### src/rtl/pixel_byte_demux.sv
// Byte-serial R,G,B pixel stream demultiplexer: routes each byte to the
// write port of its channel bank and generates a shared pixel write address.
module pixel_byte_demux #(
   parameter int NUM_PIXELS = 307200,
   parameter int ADDR_W     = 19
) (
   input  logic              clk_i,
   input  logic              reset_i,
   input  logic [7:0]        byteIn_i,
   input  logic              byteValid_i,
   input  logic              frameStart_i,
   output logic [7:0]        buf1InR_o,
   output logic [7:0]        buf1InG_o,
   output logic [7:0]        buf1InB_o,
   output logic              wrEnR_o,
   output logic              wrEnG_o,
   output logic              wrEnB_o,
   output logic [ADDR_W-1:0] wrAddr_o,
   output logic              pixelValid_o,
   output logic              frameDone_o,
   output logic              syncErr_o
);

   typedef enum logic [1:0] {
      EXP_R,
      EXP_G,
      EXP_B
   } chanState_e;

   localparam logic [ADDR_W-1:0] LAST_ADDR = ADDR_W'(NUM_PIXELS - 1);

   chanState_e        state_q, state_d;
   logic [ADDR_W-1:0] pixAddr_q, pixAddr_d;
   logic [7:0]        bufR_q, bufR_d;
   logic [7:0]        bufG_q, bufG_d;
   logic [7:0]        bufB_q, bufB_d;
   logic              wrEnR_q, wrEnR_d;
   logic              wrEnG_q, wrEnG_d;
   logic              wrEnB_q, wrEnB_d;
   logic [ADDR_W-1:0] wrAddr_q, wrAddr_d;
   logic              pixelValid_q, pixelValid_d;
   logic              frameDone_q, frameDone_d;
   logic              syncErr_q, syncErr_d;

   always_ff @(posedge clk_i) begin
      if (reset_i) begin
         state_q      <= EXP_R;
         pixAddr_q    <= '0;
         bufR_q       <= 8'h00;
         bufG_q       <= 8'h00;
         bufB_q       <= 8'h00;
         wrEnR_q      <= 1'b0;
         wrEnG_q      <= 1'b0;
         wrEnB_q      <= 1'b0;
         wrAddr_q     <= '0;
         pixelValid_q <= 1'b0;
         frameDone_q  <= 1'b0;
         syncErr_q    <= 1'b0;
      end else begin
         state_q      <= state_d;
         pixAddr_q    <= pixAddr_d;
         bufR_q       <= bufR_d;
         bufG_q       <= bufG_d;
         bufB_q       <= bufB_d;
         wrEnR_q      <= wrEnR_d;
         wrEnG_q      <= wrEnG_d;
         wrEnB_q      <= wrEnB_d;
         wrAddr_q     <= wrAddr_d;
         pixelValid_q <= pixelValid_d;
         frameDone_q  <= frameDone_d;
         syncErr_q    <= syncErr_d;
      end
   end

   // FrameStart overrides the channel sequence; a byte arriving with it is R of pixel 0.
   always_comb begin
      state_d      = state_q;
      pixAddr_d    = pixAddr_q;
      bufR_d       = bufR_q;
      bufG_d       = bufG_q;
      bufB_d       = bufB_q;
      wrEnR_d      = 1'b0;
      wrEnG_d      = 1'b0;
      wrEnB_d      = 1'b0;
      wrAddr_d     = wrAddr_q;
      pixelValid_d = 1'b0;
      frameDone_d  = 1'b0;
      syncErr_d    = 1'b0;

      if (frameStart_i) begin
         syncErr_d = (state_q != EXP_R) || (pixAddr_q != '0);
         pixAddr_d = '0;
         if (byteValid_i) begin
            wrEnR_d  = 1'b1;
            bufR_d   = byteIn_i;
            wrAddr_d = '0;
            state_d  = EXP_G;
         end else begin
            state_d = EXP_R;
         end
      end else if (byteValid_i) begin
         wrAddr_d = pixAddr_q;
         case (state_q)
            EXP_R: begin
               wrEnR_d = 1'b1;
               bufR_d  = byteIn_i;
               state_d = EXP_G;
            end
            EXP_G: begin
               wrEnG_d = 1'b1;
               bufG_d  = byteIn_i;
               state_d = EXP_B;
            end
            EXP_B: begin
               wrEnB_d      = 1'b1;
               bufB_d       = byteIn_i;
               pixelValid_d = 1'b1;
               state_d      = EXP_R;
               if (pixAddr_q == LAST_ADDR) begin
                  pixAddr_d   = '0;
                  frameDone_d = 1'b1;
               end else begin
                  pixAddr_d = pixAddr_q + ADDR_W'(1);
               end
            end
            default: begin
               state_d = EXP_R;
            end
         endcase
      end
   end

   assign buf1InR_o    = bufR_q;
   assign buf1InG_o    = bufG_q;
   assign buf1InB_o    = bufB_q;
   assign wrEnR_o      = wrEnR_q;
   assign wrEnG_o      = wrEnG_q;
   assign wrEnB_o      = wrEnB_q;
   assign wrAddr_o     = wrAddr_q;
   assign pixelValid_o = pixelValid_q;
   assign frameDone_o  = frameDone_q;
   assign syncErr_o    = syncErr_q;

endmodule
### config.mk
export PLATFORM = sky130hd
export DESIGN_NAME = pixel_byte_demux
export DESIGN_NICKNAME = d
export VERILOG_FILES = /design/src/rtl/pixel_byte_demux.sv
export SDC_FILE = /design/constraint.sdc
export NUM_CORES = 1
export LEC_CHECK = 0
export ABC_CLOCK_PERIOD_IN_PS = 1350
export BUFFER_PORTS_ARGS = -buffer_cell sky130_fd_sc_hd__buf_2
export CORE_MARGIN = 2
export CORE_UTILIZATION = 48
export CTS_CLUSTER_SIZE = 8
export DETAILED_ROUTE_END_ITERATION = 8
export GPL_ROUTABILITY_DRIVEN = 0
export PLACE_DENSITY = 0.83
export SETUP_SLACK_MARGIN = 0.3
export SYNTH_ARGS = -nofsm -noshare
export SYNTH_HDL_FRONTEND = slang
export SYNTH_SLANG_ARGS = --single-unit
### constraint.sdc
create_clock -name clk_i -period 1.35 [get_ports clk_i]
set_input_delay 0.27 -clock clk_i [delete_from_list [all_inputs] [get_ports clk_i]]
set_output_delay 0.27 -clock clk_i [all_outputs]
set_load 0.01 [all_outputs]
==> metrics.md, run 1 <==
| Metric | Value |
|---|---|
| Status | `finished, violations left` |
| Violated checks | `setup timing` |
| CP most frequent cell | `buf_4` |
| Mapped Area | `2890 µm²` |
| EDFF count, synth | `0` |
| Rel. slew slack | `around two thirds` |
| Switching pwr | `1.27 mW` |
| Leak Pwr | `2.14 nW` |
| Post-Synth XOR/XNOR Area | `2.73%` |
| Worst Hold Path EP | `buf1InB_o[0]$_SDFFE_PP0P_` |
| Finished Core Util | `87.3%` |
| Synth Instances | `roughly 330` |
| Largest net degree at the start of global routing | `46` |
| Startpoint types | `flip-flop` |
| N_diodes | `0` |
| Post-synthesis mux area share | `2.77%` |
| CP Capture Type | `flip-flop` |
| Clock Sinks | `69` |
| Worst Hold Class | `in2reg` |
| Kind of critical path | `reg2reg` |
| CP peak stage delay | `0.38 ns` |
| Finished Cell Area | `5110 µm²` |
| GRT Total Usage | `a little over a third` |
| I/O pin cnt | `between 60 and 70` |
| Final setup skew | `0.0195 ns` |
| Reg2Reg Depth | `6` |
| Synth Net Count | `around 340` |
| Core ar. | `a little under 6000 µm²` |
| First-pass GRT wire length | `17400 µm` |
| Max-slew violations | `0` |
| Crit-path max FO | `3` |
| Dpl hpwl | `5280 µm` |
| CTS tree | `done` |
| Rows | `28` |
| Post-Route WL | `15900 µm` |
| Via/cell ratio | `7.00` |
| Synthesized flop and latch total | `69` |
| Register area | `~1500 µm²` |
| I/O Buffers | `60` |
| H-tree levels | `3` |
| Total Die Area | `6650 µm²` |
| First DRT Iteration DRCs | `727` |
| Worst slack, placed | `-0.117 ns` |
| Post-synthesis compound-gate area fraction | `11.0%` |
| Fmax | `between 500 and 600 MHz` |
| Crit-path slowest cell | `dfxtp_4` |
| Share of power burned in registers | `44.9%` |
| Internal | `3.37 mW` |
| Post-synthesis sequential area ratio | `47.9%` |
| Nets | `486` |
| Arr. time, crit path | `roughly 2.0 ns` |
| Clock latency at the later pin of the worst-skew pair | `0.39 ns` |
| Fraction of registers with async set or reset after synthesis | `0%` |
| Power Total | `~4.6 mW` |
| Main flop type after synthesis | `dfxtp_1` |
| Global route overflow | `0` |
| Filler cells | `190` |
| WL per Instance | `28.8 µm` |
| Comb power frac | `9.9%` |
| Synth warnings | `0` |
| RSZ-0062 raised after global routing | `yes` |
| Netlist cell types | `between 40 and 50` |
| Area of the multi-input gates | `1860 µm²` |
| Largest family of logic cells by synthesized area | `simple AND/OR/NAND/NOR gates` |
| Adder-Cell Fraction of Synth Area | `less than 1%` |
| Crit share post-route | `127%` |
| Clock Path Buffers | `2` |
| Number of global-route vias before repair | `3277` |
| Worst reg2reg startpoint | `pixAddr_q[1]$_SDFFE_PP0N_` |
| Syn-to-layout area delta | `76.9%` |
| Fin Setup TNS | `-7.58 ns` |
| Initial core utilization | `49.3%` |
| Clock share of power | `45.2%` |
| Root Driver | `clkbuf_8` |
| Post-place instance area | `3690 µm²` |
| Maximum vdd drop | `around 1.5 mV` |
| R2r setup slk | `-0.37 ns` |
| Layout cells sized above 1 | `67.3%` |
| Crit path required time | `between 1.5 and 2 ns` |
| # DRC | `0` |
| Die width | `81.5 µm` |
| Final min period | `~1.7 ns` |
| Pre-antenna DRT Iters | `7` |
| Detail Route Antenna Nets | `0` |
| CP cell instances | `buf_4, buf_6, nand3_1, buf_4, o31ai_1, a21oi_2` |
| Cts bufs inserted | `9` |
| Worst-Margin Slew | `0.494 ns` |
| Reg-to-reg critical path endpoint | `pixAddr_q[17]$_SDFFE_PP0N_` |
| Pwr Density | `911 nW/µm²` |
| Final setup vio count | `43` |
| Switching Fraction | `27.4%` |
| Hold Startpoint | `byteIn_i[0]` |
| Worst-path clk slew | `0.11 ns` |
| Max cap viols | `0` |
| Syn Area/Cell | `8.77 µm²` |
| Final Hold Viols | `0` |
| Via count | `3863` |
| Initial antenna violation count | `0` |
| Hold path cells | `3` |
| Post-Synth Simple-Gate Area | `between 30% and 40%` |
| Final WS setup | `-0.368 ns` |
| Die Height | `81.5 µm` |
layer usage:
| layer | part of all wire, % | wire (µm) | GRT usage, % | up-vias |
|---|---|---|---|---|
| li1 | - | - | - | 1421 |
| met1 | 32 | 5020 | 38.9 | 1781 |
| met2 | 44 | 6950 | 60.8 | 473 |
| met3 | 14 | 2270 | 11.9 | 188 |
| met4 | 11 | 1680 | 21.2 | 0 |
| met5 | 0 | 0 | 0 | - |
stage by stage:
stage	std cells	hold slack [ns]
after floorplan	329	0.354
after global placement	495	0.438
after detailed placement	495	0.443
after CTS	524	0.152
after global routing	552	0.176
final	552	0.170
worst max-delay path by stage:
stage	start	endpoint	slack [ns]	depth (start not counted)
2_1_floorplan	pixAddr_q[7]$_SDFFE_PP0N_	pixAddr_q[17]$_SDFFE_PP0N_	-0.11	5
3_3_place_gp	byteValid_i	pixAddr_q[17]$_SDFFE_PP0N_	-0.1	5
6_report	pixAddr_q[1]$_SDFFE_PP0N_	pixAddr_q[17]$_SDFFE_PP0N_	-0.37	6
5_1_grt	pixAddr_q[17]$_SDFFE_PP0N_	pixAddr_q[10]$_SDFFE_PP0N_	-0.39	5
3_5_place_dp	byteValid_i	pixAddr_q[17]$_SDFFE_PP0N_	-0.12	5
4_1_cts	pixAddr_q[17]$_SDFFE_PP0N_	pixAddr_q[13]$_SDFFE_PP0N_	-0.09	5
final cells by class:
class	count	share of cell area (%)
sequential	69	28.9
tap	75	1.84
inverter	3	0.319
clock inverter	6	1.84
clock buffer	10	2.70
timing repair buffer	156	27.9
multi-input combinational	233	36.5
sequential cells by signal, indices dropped and copies added (netlist names):
| name | count |
|---|---|
| pixelValid_o | 1 |
| frameDone_o | 1 |
| wrAddr_o | 19 |
| pixAddr_q | 19 |
| syncErr_o | 1 |
| wrEnG_o | 1 |
| state_q | 2 |
| wrEnR_o | 1 |
| buf1InB_o | 8 |
| buf1InG_o | 8 |
| buf1InR_o | 8 |
power by group through the flow:
stage	clock [mW]	combinational [mW]	sequential, mW
after global placement	0	0.246	2.12
after detailed placement	0	0.250	2.12
after global routing	2.14	0.469	2.09
final	2.10	0.462	2.09
after floorplan	0	0.133	2.14
after CTS	1.97	0.320	2.08
placed cells by master, fill, tap and decap left out, drive strengths merged, types with 2 or more instances in the layout:
cell type,count
inv,5
nand2,40
nand4,7
a21oi,44
xor2,3
nand2b,20
and3,3
nand3b,20
o31ai,3
clkbuf,11
o21ai,7
buf,155
nand3,9
nor4,5
o211ai,2
nor3,4
mux2i,8
or4,2
or3,5
and4,3
a21o,2
bufinv,2
xnor2,6
dfxtp,69
nor2,29
ha,2
synthesized netlist by cell type (2+ instances only):
master / n / share of area (%)
or3_1: 5 / 1.1
a21oi_1: 43 / 7.5
ha_1: 2 / 0.87
nor4_2: 2 / 0.87
a21o_1: 2 / 0.52
clkbuf_1: 13 / 1.7
dfxtp_1: 69 / 48
nor4_1: 3 / 0.65
nor2_1: 29 / 3.8
buf_4: 3 / 0.78
nand3b_1: 20 / 5.2
nand4_1: 5 / 1.1
xnor2_1: 6 / 1.8
and3_1: 2 / 0.43
and4_1: 2 / 0.61
nand3_1: 9 / 1.6
nand2_1: 40 / 5.2
nor3_1: 4 / 0.69
inv_1: 3 / 0.39
o21ai_0: 7 / 1.2
nand2b_1: 20 / 4.3
o211ai_1: 2 / 0.52
xor2_1: 3 / 0.91
o31ai_1: 2 / 0.52
buf_2: 6 / 1.0
buf_1: 2 / 0.26
mux2i_1: 8 / 2.8
worst max-delay path, delay by kind of cell, from the launching register on:
family | cells | cell delay (ns)
AOI/OAI and AO/OA | 2 | 0.49
buffers and inverters | 3 | 0.48
DFF | 1 | 0.38
and+or+nand+nor | 1 | 0.23
cell families (layout without fill, tap and decap cells):
kind of cell,after synthesis,in the layout
AOI/OAI and AO/OA,58,58
xor gates and xnor gates,9,9
adders and majority gates,2,2
buffers and inverters,27,175
DFF,69,69
muxes,8,8
and+or+nand+nor,156,156
repair_timing:
action | in CTS | in global routing
resized for setup | 148 | 71
endpoints found under the hold margin | 0 | 0
cloned | 1 | 0
hold buffers | 0 | 0
buffers inserted | 12 | 28
pin swaps | 29 | 42
setup endpoints to repair | 98 | 98
No activity file was read; power rests on OpenSTA's default activity.
==> inputs of run 2 (changes only) <==
ABC_AREA = 1   (was not set)
GPL_ROUTABILITY_DRIVEN = not set   (was 0)
SLEW_MARGIN = 20   (was not set)
==> metrics.md, run 2 <==
| Metric | Value |
|---|---|
| Final setup skew | `0.0183 ns` |
| WL per Instance | `between 15 and 20 µm` |
| Final WS setup | `-0.220 ns` |
| Nets | `slightly above 500` |
| Worst-path clk slew | `0.09 ns` |
| Syn Area/Cell | `about 7.4 µm²` |
| Fraction of registers with async set or reset after synthesis | `0%` |
| Finished Cell Area | `4560 µm²` |
| Worst reg2reg startpoint | `state_q[1]$_SDFFE_PP0P_` |
| Total Die Area | `roughly 6600 µm²` |
| Crit-path max FO | `9` |
| Initial core utilization | `49.1%` |
| Maximum vdd drop | `slightly above 0.6 mV` |
| Leak Pwr | `1.85 nW` |
| Worst slack, placed | `-0.0524 ns` |
| Global route overflow | `0` |
| Detail Route Antenna Nets | `0` |
| Die Height | `81.3 µm` |
| Pwr Density | `~900 nW/µm²` |
| Synth Net Count | `401` |
| Commonest non-fill, non-tap cell in the layout | `nand2_1` |
| Startpoint types | `flip-flop` |
| Layout cells sized above 1 | `52.7%` |
| Arr. time, crit path | `around 1.8 ns` |
| First-pass GRT wire length | `13700 µm` |
| Yosys top cell area share | `48.1%` |
| CP most frequent cell | `nor2_1` |
| Pre-antenna DRT Iters | `6` |
| Final min period | `1.57 ns` |
| # DRC | `0` |
| Initial antenna violation count | `0` |
| Via count | `3402` |
| Via/cell ratio | `a little under 6` |
| CTS tree | `done` |
| Synth area leaders | `dfxtp_1 48%, nor2_1 11%, nand2_1 10%` |
| Worst Setup SP | `state_q[1]$_SDFFE_PP0P_` |
| Final Hold Viols | `0` |
| Dpl hpwl | `5480 µm` |
| Clock Path Buffers | `2` |
| I/O Buffers | `60` |
| Fin Setup TNS | `-1.68 ns` |
| CP Capture Type | `flip-flop` |
| Final setup vio count | `26` |
| Commonest cells post-synth | `87 x nor2_1, 78 x nand2_1, 69 x dfxtp_1` |
| Post-synthesis sequential area ratio | `between 40% and 50%` |
| CTS Hold Bufs | `0` |
| CP peak stage delay | `0.39 ns` |
| Rows | `28` |
| Crit share post-route | `116%` |
| Post-Route WL | `11100 µm` |
| Number of global-route vias before repair | `3108` |
| Violated checks | `setup timing` |
| Cts bufs inserted | `9` |
| Synthesized flop and latch total | `a little under 70` |
| N_diodes | `0` |
| Main flop type after synthesis | `dfxtp_1` |
| RSZ-0062 raised after global routing | `yes` |
| Largest net degree at the start of global routing | `26` |
| EDFF count, synth | `0` |
| Clock Sinks | `roughly 70` |
| Most frequent cell after synthesis | `nor2_1` |
| Clock latency at the later pin of the worst-skew pair | `0.36 ns` |
| Crit path required time | `1.62 ns` |
| Fmax | `about 640 MHz` |
| Netlist cell types | `30` |
| Status | `finished, violations left` |
| GRT Total Usage | `27.4%` |
| First DRT Iteration DRCs | `roughly 480` |
| Post-place instance area | `around 3500 µm²` |
| Filler cells | `336` |
| Max-slew violations | `0` |
| Commonest cells after routing, fill and taps aside | `71 x nand2_1, 62 x nor2_1, 52 x buf_6` |
| Root Driver | `clkbuf_8` |
| Rel. slew slack | `between 70 and 80%` |
| Power Total | `about 4.2 mW` |
| Max cap viols | `0` |
| Core ar. | `5850 µm²` |
| I/O pin cnt | `61` |
| Mapped Area | `2870 µm²` |
| Crit-path slowest cell | `dfxtp_4` |
| Synth Instances | `387` |
| Most area-hungry cell type in the Yosys netlist | `dfxtp_1` |
| Worst Hold Class | `in2reg` |
| CP cell instances | `nand2_2, nor2_4, buf_4, buf_6, nand2_4, inv_6, nor2_1, nor2_1` |
| Worst-Margin Slew | `between 0.3 and 0.4 ns` |
| H-tree levels | `3` |
| Routability cong. | `about 0.91` |
| Synth warnings | `0` |
| Kind of critical path | `reg2reg` |
| Hold Startpoint | `byteIn_i[3]` |
| Die width | `81.3 µm` |
| Syn-to-layout area delta | `58.9%` |
## run 2: repair_timing
item                       CTS  global route
gates cloned                 0             2
setup endpoints to repair   94           100
pin swaps                   18            27
buffers inserted            12             9
resized for setup          159            64
## run 2: path summary, 6_finish.rpt
check | to | slack, ns | cells past startpoint
max | buf1InB_o[0]$_SDFFE_PP0P_ | -0.22 | 8
min | buf1InG_o[3]$_SDFFE_PP0P_ | 0.23 | 3
max reg2reg | buf1InB_o[0]$_SDFFE_PP0P_ | -0.22 | 8
min reg2reg | wrAddr_o[5]$_SDFFE_PP0P_ | 0.47 | 2
## run 2: worst max-delay path, delay by kind of cell, from the launching register on
family | cells | cell delay, ns
and+or+nand+nor | 5 | 0.70
DFF | 1 | 0.39
buffers and inverters | 3 | 0.39
## run 2: cell type report
| cell class | count | area (µm²) | area share, % |
|---|---|---|---|
| Multi-Input combinational cell | 280 | 1690 | 37.1 |
| Sequential cell | 69 | 1460 | 32.0 |
| Timing Repair Buffer | 109 | 991 | 21.7 |
| Inverter | 28 | 139 | 3.05 |
| Clock buffer | 11 | 131 | 2.88 |
| Tap cell | 75 | 93.8 | 2.06 |
| Clock inverter | 4 | 50.0 | 1.10 |
## run 2: report_power, final
part | internal, mW | total (mW) | switching [mW] | leakage [nW]
Sequential | 2.07 | 2.11 | 0.0391 | 0.586
Combinational | 0.175 | 0.431 | 0.256 | 1.17
Clock | 0.841 | 1.63 | 0.786 | 0.0854
Total | 3.09 | 4.17 | 1.08 | 1.85
## run 2: per-stage QoR
step	util, %	cells	hold WS, ns
2_1_floorplan	-	387	0.395
3_3_place_gp	59.3	538	0.453
3_5_place_dp	59.3	538	0.453
4_1_cts	72.5	565	0.205
5_1_grt	78.0	576	0.247
6_report	78.0	576	0.234
## run 2: routing by layer
metal	vias to the layer above	GRT usage, %	wire [µm]	share of wire (%)
li1	1451	-	-	-
met1	1566	28.0	3650	33
met2	267	50.0	5460	49
met3	118	6.89	1010	9.1
met4	0	15.9	965	8.7
met5	-	0	0	0
## run 2: cells by family (layout without fill, tap and decap cells)
logic type	count (synthesis)	after routing	share of synthesized area (%)
simple gates	215	217	33.8
flops	69	69	48.1
compound gates	54	54	9.42
buf+inv	40	152	5.62
xor+xnor	7	7	2.14
fa+ha+maj	2	2	0.872
==> inputs of run 3 (changes only) <==
TNS_END_PERCENT = 10   (was not set)
==> metrics.md, run 3 (synthesized netlist as in run 2, its figures left out) <==
| Metric | Value |
|---|---|
| Cts bufs inserted | `9` |
| Worst Hold Path EP | `buf1InB_o[1]$_SDFFE_PP0P_` |
| Detail Route Antenna Nets | `0` |
| R2r setup slk | `-0.006 ns` |
| I/O Buffers | `60` |
| Final setup skew | `0.00904 ns` |
| Crit path required time | `~1.6 ns` |
| Crit share post-route | `100%` |
| Power Total | `4.01 mW` |
| I/O pin cnt | `61` |
| Clock Path Buffers | `2` |
| Startpoint types | `flip-flop` |
| N_diodes | `0` |
| Arr. time, crit path | `~1.6 ns` |
| Total Die Area | `6610 µm²` |
| Leak Pwr | `1.76 nW` |
| H-tree levels | `3` |
| Die width | `approximately 81 µm` |
| Hold path cells | `3` |
| Core ar. | `5850 µm²` |
| Status | `finished, violations left` |
| Post-Route WL | `9070 µm` |
| Final Hold Viols | `0` |
| Fmax | `737 MHz` |
| Post-place instance area | `3500 µm²` |
| Reg2Reg Depth | `6` |
| Rel. slew slack | `73.5%` |
| Worst-path clk slew | `0.07 ns` |
| WL per Instance | `~16 µm` |
| Largest net degree at the start of global routing | `25` |
| Commonest non-fill, non-tap cell in the layout | `nor2_1` |
| Nets | `502` |
| Via/cell ratio | `5.43` |
| Root Driver | `clkbuf_8` |
| Final min period | `~1.4 ns` |
| CP Capture Type | `flip-flop` |
| Worst reg2reg startpoint | `pixAddr_q[0]$_SDFFE_PP0N_` |
| Pwr Density | `between 900 and 1000 nW/µm²` |
| Via count | `roughly 3100` |
| GRT Total Usage | `about a quarter` |
| Reg-to-reg critical path endpoint | `syncErr_o$_SDFF_PP0_` |
| # DRC | `0` |
| Die Height | `81.3 µm` |
| Layout cells sized above 1 | `45.4%` |
| RSZ-0062 raised after global routing | `yes` |
| Routability cong. | `about 0.98` |
| Pre-antenna DRT Iters | `5` |
| Dpl hpwl | `~5600 µm` |
| Clock Sinks | `69` |
| Worst-Margin Slew | `0.395 ns` |
| Initial core utilization | `49.1%` |
| Commonest cells after routing, fill and taps aside | `75 x nor2_1, 74 x nand2_1, 51 x dfxtp_2` |
| First-pass GRT wire length | `between 10000 and 15000 µm` |
| Worst Hold Class | `in2reg` |
| Final WS setup | `-0.00631 ns` |
| Violated checks | `setup timing` |
| Kind of critical path | `reg2reg` |
| Hold Startpoint | `byteIn_i[1]` |
| First DRT Iteration DRCs | `199` |
| Syn-to-layout area delta | `48.7%` |
| Final setup vio count | `1` |
| Finished Cell Area | `4270 µm²` |
| Rows | `28` |
| Max cap viols | `0` |
| Clock latency at the later pin of the worst-skew pair | `about 0.35 ns` |
| Global route overflow | `0` |
| Max-slew violations | `0` |
| Number of global-route vias before repair | `2628` |
| CTS tree | `done` |
| Initial antenna violation count | `0` |
| Crit-path max FO | `4` |
| Maximum vdd drop | `0.582 mV` |
| Fin Setup TNS | `-0.00631 ns` |
==> run 3: repair_timing <==
item | in CTS | in global routing
setup endpoints to repair | 95 | 98
cloned | 0 | 1
buffers inserted | 3 | 2
resized for setup | 17 | 150
pin swaps | 4 | 25
hold buffers | 0 | 0
==> run 3: worst max path at each step <==
stage | from | to | slack, ns | cells past startpoint
4_1_cts | pixAddr_q[1]$_SDFFE_PP0N_ | pixAddr_q[17]$_SDFFE_PP0N_ | 0.02 | 8
6_report | pixAddr_q[0]$_SDFFE_PP0N_ | syncErr_o$_SDFF_PP0_ | -0.006 | 6
3_3_place_gp | byteValid_i | pixAddr_q[13]$_SDFFE_PP0N_ | -0.005 | 8
2_1_floorplan | pixAddr_q[0]$_SDFFE_PP0N_ | pixAddr_q[7]$_SDFFE_PP0N_ | 0.13 | 8
5_1_grt | pixAddr_q[0]$_SDFFE_PP0N_ | pixAddr_q[9]$_SDFFE_PP0N_ | -0.07 | 7
3_5_place_dp | state_q[1]$_SDFFE_PP0P_ | pixAddr_q[9]$_SDFFE_PP0N_ | -0.04 | 7
==> run 3: where the power goes <==
| group | internal, mW | switching (mW) |
|---|---|---|
| Combinational | 0.134 | 0.189 |
| Clock | 0.824 | 0.758 |
| Sequential | 2.07 | 0.0298 |
==> run 3: metal layers <==
layer / track usage, % / wire length (µm)
met1: 27.6 / 3230
met5: 0 / 0
met2: 42.2 / 4840
met4: 10.2 / 318
met3: 5.78 / 679
==> run 3: metrics by stage <==
step                util [%]  cells  worst slack [ns]  hold WS (ns)
global route            73.0    568           -0.0660         0.211
global placement        59.8    546          -0.00477         0.452
CTS                     64.4    565            0.0235         0.228
finish                  73.0    568          -0.00631         0.216
floorplan                  -    387             0.126         0.395
detailed placement      59.8    546           -0.0413         0.452
==> run 3: layout make-up <==
cell class / instances / area [µm²]
multi-input combinational: 279 / 1500
clock inverter: 3 / 17.5
timing repair buffer: 101 / 916
tap: 75 / 93.8
fill: 384 / 1580
inverter: 28 / 123
sequential: 69 / 1450
clock buffer: 13 / 170
==> run 3: critical path, cell delays in order, from the launching register on <==
cell and delay (ns):
dfxtp_2 0.34, buf_4 0.14, inv_1 0.12, ha_1 0.17, nand4_1 0.14, nor3_2 0.23
a21oi_1 0.09
